$ cat src/rtl/vector_int_pkg.sv
// Shared encodings, constants and small helpers for the integer vector
// functional-unit group (compress, slide, gather, ...).
package vector_int_pkg;

    localparam int VLEN   = 128;
    localparam int MASK_W = VLEN / 8;

    // Element-width encodings (vsew). Any value with bit 2 set is reserved.
    localparam logic [2:0] VSEW_8  = 3'b000;
    localparam logic [2:0] VSEW_16 = 3'b001;
    localparam logic [2:0] VSEW_32 = 3'b010;
    localparam logic [2:0] VSEW_64 = 3'b011;

    typedef enum logic [1:0] {
        IDLE = 2'd0,
        RUN  = 2'd1,
        DONE = 2'd2
    } compress_state_t;

    // True when the element-width encoding is not one of the four legal widths.
    function automatic logic sew_reserved(input logic [2:0] vsew);
        return vsew[2];
    endfunction

    // Index of the last element in a register: (16 >> sew) - 1.
    function automatic logic [3:0] last_index(input logic [1:0] sew);
        return 4'd15 >> sew;
    endfunction

    // Mask bits that refer to real elements for this width; higher bits are ignored.
    function automatic logic [MASK_W-1:0] active_mask(input logic [1:0] sew);
        logic [MASK_W-1:0] m;
        case ({1'b0, sew})
            VSEW_8:  m = 16'hFFFF;
            VSEW_16: m = 16'h00FF;
            VSEW_32: m = 16'h000F;
            VSEW_64: m = 16'h0003;
            default: m = 16'h0000;
        endcase
        return m;
    endfunction

endpackage

$ cat src/rtl/vector_element_lane_mux.sv
// Element lane mux: extracts element `idx` of `src` at the given width and
// inserts an element into slot `slot` of `dst` using a per-byte enable.
// Purely combinational, so slide/gather units can reuse it unchanged.
module vector_element_lane_mux
    import vector_int_pkg::*;
(
    input  logic [1:0]      sew,
    input  logic [VLEN-1:0] src,
    input  logic [3:0]      idx,
    output logic [63:0]     elem,
    input  logic [VLEN-1:0] dst,
    input  logic [3:0]      slot,
    input  logic [63:0]     ins_elem,
    output logic [VLEN-1:0] merged
);

    logic [7:0]        src_bytes [MASK_W];
    logic [7:0]        ins_bytes [8];
    logic [3:0]        ew_bytes;
    logic [3:0]        rd_base;
    logic [3:0]        wr_base;
    logic [MASK_W-1:0] byte_en;

    assign ew_bytes = 4'd1 << sew;
    assign rd_base  = idx << sew;
    assign wr_base  = slot << sew;

    genvar gi;

    // Byte views of the source vector and of the element being inserted.
    generate
        for (gi = 0; gi < MASK_W; gi++) begin : g_src_bytes
            assign src_bytes[gi] = src[gi*8 +: 8];
        end
        for (gi = 0; gi < 8; gi++) begin : g_ins_bytes
            assign ins_bytes[gi] = ins_elem[gi*8 +: 8];
        end
    endgenerate

    // Extraction: element byte gi comes from source byte rd_base+gi; bytes
    // beyond the element width read as zero.
    generate
        for (gi = 0; gi < 8; gi++) begin : g_extract
            logic [3:0] rd_sel;
            assign rd_sel = rd_base + 4'(gi);
            assign elem[gi*8 +: 8] = (4'(gi) < ew_bytes) ? src_bytes[rd_sel] : 8'h00;
        end
    endgenerate

    // Insertion: destination bytes inside the target slot take the matching
    // element byte, every other byte keeps its old value.
    generate
        for (gi = 0; gi < MASK_W; gi++) begin : g_insert
            logic [4:0] rel;
            assign rel = 5'(gi) - {1'b0, wr_base};
            assign byte_en[gi] = (5'(gi) >= {1'b0, wr_base}) && (rel < {1'b0, ew_bytes});
            assign merged[gi*8 +: 8] = byte_en[gi] ? ins_bytes[rel[2:0]] : dst[gi*8 +: 8];
        end
    endgenerate

endmodule

$ cat src/rtl/vector_compress_unit.sv
// vector_compress_unit: multi-cycle vcompress.vm on a 128-bit register.
// Walks the source one element per cycle and packs every element whose mask
// bit is set into the next free low slot of the destination; unfilled slots
// keep the old destination value.
// Optional build macro: VECTOR_COMPRESS_EARLY_EXIT_EN -- finish as soon as no
// set mask bits remain above the current element (results are unchanged).
module vector_compress_unit
    import vector_int_pkg::*;
(
    input  logic              clk_i,
    input  logic              rst_i,
    input  logic              chip_enable_i,
    input  logic              start_i,
    input  logic [2:0]        vsew_i,
    input  logic [VLEN-1:0]   vs2_i,
    input  logic [MASK_W-1:0] vmask_i,
    input  logic [VLEN-1:0]   vd_old_i,
    output logic              busy_o,
    output logic              done_o,
    output logic              error_o,
    output logic [4:0]        count_o,
    output logic [VLEN-1:0]   vd_o
);

    compress_state_t   state_reg, state_next;

    logic [1:0]        sew_reg;
    logic [VLEN-1:0]   src_reg;
    logic [MASK_W-1:0] mask_reg;
    logic [VLEN-1:0]   work_reg;
    logic [3:0]        idx_reg;
    logic [3:0]        last_idx_reg;
    logic [4:0]        wp_reg;
    logic              err_reg;

    logic [VLEN-1:0]   vd_out_reg;
    logic [4:0]        count_reg;
    logic              done_reg;
    logic              error_out_reg;

    logic              accept;
    logic              step;
    logic              finish;
    logic              last_step;
    logic [63:0]       elem;
    logic [VLEN-1:0]   merged;

`ifdef VECTOR_COMPRESS_EARLY_EXIT_EN
    logic [MASK_W-1:0] remaining;

    // Set mask bits strictly above the element handled this cycle; when none
    // remain the walk can stop after this element.
    assign remaining = mask_reg >> ({1'b0, idx_reg} + 5'd1);
    assign last_step = (idx_reg == last_idx_reg) || (remaining == '0);
`else
    assign last_step = (idx_reg == last_idx_reg);
`endif

    vector_element_lane_mux u_lane_mux (
        .sew      (sew_reg),
        .src      (src_reg),
        .idx      (idx_reg),
        .elem     (elem),
        .dst      (work_reg),
        .slot     (wp_reg[3:0]),
        .ins_elem (elem),
        .merged   (merged)
    );

    // Next-state and step decode; a low chip enable freezes RUN and DONE.
    always_comb begin
        state_next = state_reg;
        accept     = 1'b0;
        step       = 1'b0;
        finish     = 1'b0;
        case (state_reg)
            IDLE: begin
                if (start_i && chip_enable_i) begin
                    accept     = 1'b1;
                    state_next = sew_reserved(vsew_i) ? DONE : RUN;
                end
            end
            RUN: begin
                if (chip_enable_i) begin
                    step = 1'b1;
                    if (last_step) begin
                        state_next = DONE;
                    end
                end
            end
            DONE: begin
                if (chip_enable_i) begin
                    finish     = 1'b1;
                    state_next = IDLE;
                end
            end
            default: state_next = IDLE;
        endcase
    end

    // State register.
    always_ff @(posedge clk_i) begin
        if (rst_i) begin
            state_reg <= IDLE;
        end else begin
            state_reg <= state_next;
        end
    end

    // Operand capture and the per-element pack step.
    always_ff @(posedge clk_i) begin
        if (rst_i) begin
            sew_reg      <= 2'b00;
            src_reg      <= '0;
            mask_reg     <= '0;
            work_reg     <= '0;
            idx_reg      <= 4'd0;
            last_idx_reg <= 4'd0;
            wp_reg       <= 5'd0;
            err_reg      <= 1'b0;
        end else if (accept) begin
            sew_reg      <= vsew_i[1:0];
            src_reg      <= vs2_i;
            mask_reg     <= vmask_i & active_mask(vsew_i[1:0]);
            work_reg     <= vd_old_i;
            idx_reg      <= 4'd0;
            last_idx_reg <= last_index(vsew_i[1:0]);
            wp_reg       <= 5'd0;
            err_reg      <= sew_reserved(vsew_i);
        end else if (step) begin
            if (mask_reg[idx_reg]) begin
                work_reg <= merged;
                wp_reg   <= wp_reg + 5'd1;
            end
            idx_reg <= idx_reg + 4'd1;
        end
    end

    // Result registers: published on the DONE cycle, held until the next one.
    always_ff @(posedge clk_i) begin
        if (rst_i) begin
            vd_out_reg    <= '0;
            count_reg     <= 5'd0;
            done_reg      <= 1'b0;
            error_out_reg <= 1'b0;
        end else begin
            done_reg      <= finish;
            error_out_reg <= finish && err_reg;
            if (finish) begin
                vd_out_reg <= work_reg;
                count_reg  <= wp_reg;
            end
        end
    end

    assign busy_o  = (state_reg != IDLE);
    assign done_o  = done_reg;
    assign error_o = error_out_reg;
    assign count_o = count_reg;
    assign vd_o    = vd_out_reg;

endmodule

$ cat config.mk
export PLATFORM = sky130hd
export DESIGN_NAME = vector_compress_unit
export DESIGN_NICKNAME = d
export VERILOG_FILES = /design/src/rtl/vector_int_pkg.sv /design/src/rtl/vector_element_lane_mux.sv /design/src/rtl/vector_compress_unit.sv
export SDC_FILE = /design/constraint.sdc
export NUM_CORES = 1
export LEC_CHECK = 0
export ABC_AREA = 1
export ABC_CLOCK_PERIOD_IN_PS = 5100
export BUFFER_PORTS_ARGS = -buffer_cell sky130_fd_sc_hd__clkbuf_2
export CAP_MARGIN = 20
export CORE_UTILIZATION = 32
export CTS_BUF_LIST = sky130_fd_sc_hd__clkbuf_8
export CTS_CLUSTER_DIAMETER = 30
export CTS_CLUSTER_SIZE = 24
export DETAILED_ROUTE_END_ITERATION = 16
export PLACE_DENSITY = 0.57
export SETUP_SLACK_MARGIN = 0.1
export SLEW_MARGIN = 20
export SYNTH_ARGS = -nofsm -noshare
export SYNTH_HDL_FRONTEND = slang
export SYNTH_SLANG_ARGS = --single-unit
$ cat constraint.sdc
create_clock -name clk_i -period 5.1 [get_ports clk_i]
set_clock_uncertainty 0.05 [all_clocks]
set_input_delay 0.51 -clock clk_i [delete_from_list [all_inputs] [get_ports clk_i]]
set_output_delay 0.51 -clock clk_i [all_outputs]
set_load 0.05 [all_outputs]
==> metrics <==
Layout fillers 8185; Clock Latency Late Sink roughly 730 ps; CTS Hold Bufs 87; initial antenna violation count 3; Clk pwr share between 40 and 50%; postcts setup bufs 0; Sequential Area approximately 8500 um2; DRC Markers 0; fin area 30500 um2; most frequent cells in the layout 857 x nand2_1, 723 x nand3_1, 424 x dfxtp_1; worst vdd ir 0.187 mV; antenna viol nets, final 0; P_sw 3740 uW; placed inst area about 27000 um2; vias in the first global route about 26000; RSZ-0062 raised after global routing false; Hold Fails Final Rpt 0; Remaining Overflow, GRT 0; root buf cell clkbuf_8; data required time at the worst endpoint roughly 5700 ps; initial drt markers 3314; Int Power about 7400 uW; type of the tightest min-delay check in2reg; first-pass GRT wire length between 150 and 200 mm; setup violators final 0; # nets final roughly 4500; CP max FO 112; routed len/inst about 21 um; Syn Area/Cell ~6.5 um2; Synth Register Bits around 430; clock buffer depth 3; DRT Pass-1 Iters 6; largest net degree at the start of global routing around 120; final wirelength approximately 110 mm; final core utilization between 40% and 50%; f_max 246 MHz; Area Growth Syn to Fin 24.6%; Arr. time, crit path ~4700 ps; number of library cell types mapped by synthesis 51; via count around 28000; # resized after CTS 0; Yosys warning count 0; run status finished clean; core footprint approximately 76000 um2; Pwr Density between 300 and 400 nW/um2; commonest non-fill, non-tap cell in the layout nand2_1; GRT Overall Usage 27.9%; Net Count, Synth slightly above 4000; die area ~78000 um2; CTS Buf Count just over 100; Port Buffer Count slightly above 400; area taken by multi-input logic gates between 10000 and 15000 um2; part of the cycle the worst path needs about four fifths; worst-margin pin slew 1010 ps; Worst Setup Path Type reg2reg; Reg power frac 32.9%; post-synthesis sequential area ratio 34.8%; number of max-cap violations 0; Final Wtd Congestion slightly above 1; area of the mapped netlist about 24000 um2; DPL Wire Length 84.8 mm; critical path startpoint category flop; I/O pins between 400 and 500; CTS tree done; row count approximately 100; Vias/cell roughly 5.4; clock sinks roughly 430; Die Span Y between 200 and 300 um; Worst-path clk slew about 60 ps; fin crit period 4070 ps; proportion of layout cells with a drive suffix above 1 between 10% and 20%; Gate power share between 20 and 25%; synthesized instance count roughly 3800; setup TNS 0 ps; chip width between 200 and 300 um; count of pins over their slew limit 0; endpoint class of the critical path flop; relative slew slack about a third; Min Hold Slack 39.5 ps; H-Tree Depth 3; Switching Share 33.7%; Pleak ~0.014 uW; Initial Util between 30% and 40%
==> cell type report <==
cell class | count | share of cell area (%)
multi-input cells | 2700 | 44.0
clock inverters | 69 | 2.92
flip-flops and latches | 425 | 27.9
repair buffers | 548 | 11.1
clock buffers | 120 | 5.41
diodes | 4 | 0.0328
well taps | 978 | 4.01
inverters | 377 | 4.69
==> cell usage after synthesis (all sizes together) <==
master  instances  area, um2
buf           104        581
nand2         867       3280
a32o            2       20.0
a211oi          4       30.0
o311ai          1       8.76
a31oi           8       50.1
o21ai         314       1580
a21oi         420       2110
nand3         728       3650
nand4          62        388
inv           376       1420
a21boi         17        128
nor2           94        419
a22o            1       8.76
o21a            1       7.51
nand3b          2       15.0
ha             53        663
o21bai          3       22.5
a22oi          80        601
a21o            6       45.0
xor2            9        120
dfxtp         425       8510
xnor2           7       87.6
clkbuf        159        598
o22ai           4       25.0
clkinv          1       3.75
and2            1       6.26
nor3            6       30.0
or2             1       6.26
o211ai          7       52.6
and3            1       6.26
o221ai          1       8.76
==> cells by family (layout without fill, tap and decap cells) <==
group           count (synthesis)  count (layout)  synth area share, %
other cells                     0               4                    0
flops                         425             425                 34.8
xor+xnor                       16              16                0.848
buf+inv                       640            1114                 10.6
compound gates                869             869                 19.2
fa+ha+maj                      53              53                 2.71
simple gates                 1762            1762                 31.9
==> per-layer routing <==
| layer | part of all wire, % | GRT usage, % | vias to the layer above |
|---|---|---|---|
| li1 | - | - | 13500 |
| met1 | 44 | 37.4 | 13200 |
| met2 | 45 | 43.8 | 1168 |
| met3 | 6.9 | 4.89 | 224 |
| met4 | 4.2 | 11.7 | 0 |
| met5 | 0 | 0 | - |
==> stage by stage <==
stage	std cells	total power, uW	worst slack, ps
CTS	5216	11100	1090
floorplan	3765	5200	1550
global route	5220	11600	880
global placement	4940	6110	1110
detailed placement	4940	6100	1100
finish	5221	11100	1030
==> path summary, 6_finish.rpt <==
check,slack [ps],startpoint,endpoint,cells after the start
max,1030,sew_reg[1]$_SDFFE_PP0P_,work_reg[94]$_SDFFE_PP0P_,16
min,40,vd_old_i[8],work_reg[8]$_SDFFE_PP0P_,3
max reg2reg,1030,sew_reg[1]$_SDFFE_PP0P_,work_reg[94]$_SDFFE_PP0P_,16
min reg2reg,390,vd_o[16]$_SDFFE_PP0P_,vd_o[16]$_SDFFE_PP0P_,2
==> worst max-delay path, stage by stage (launching register included) <==
cell and delay (ps):
dfxtp_1 330, buf_4 270, nor2_8 180, buf_12 390
nand2_4 230, ha_1 390, buf_4 370, nand3_1 330
nand2_1 190, nand2_1 70, nand3_1 100, nand3_1 90
nand2_1 200, nand2_1 140, nand3_1 210, nand3_1 160
a21oi_1 170
==> power groups by stage <==
stage	Combinational (uW)	Sequential (uW)	Clock, uW
after floorplan	1350	3860	0
after global placement	2400	3710	0
after detailed placement	2390	3710	0
after CTS	2450	3640	5030
after global routing	2680	3670	5200
final	2500	3650	4960
(Power assumes the default switching activity.)
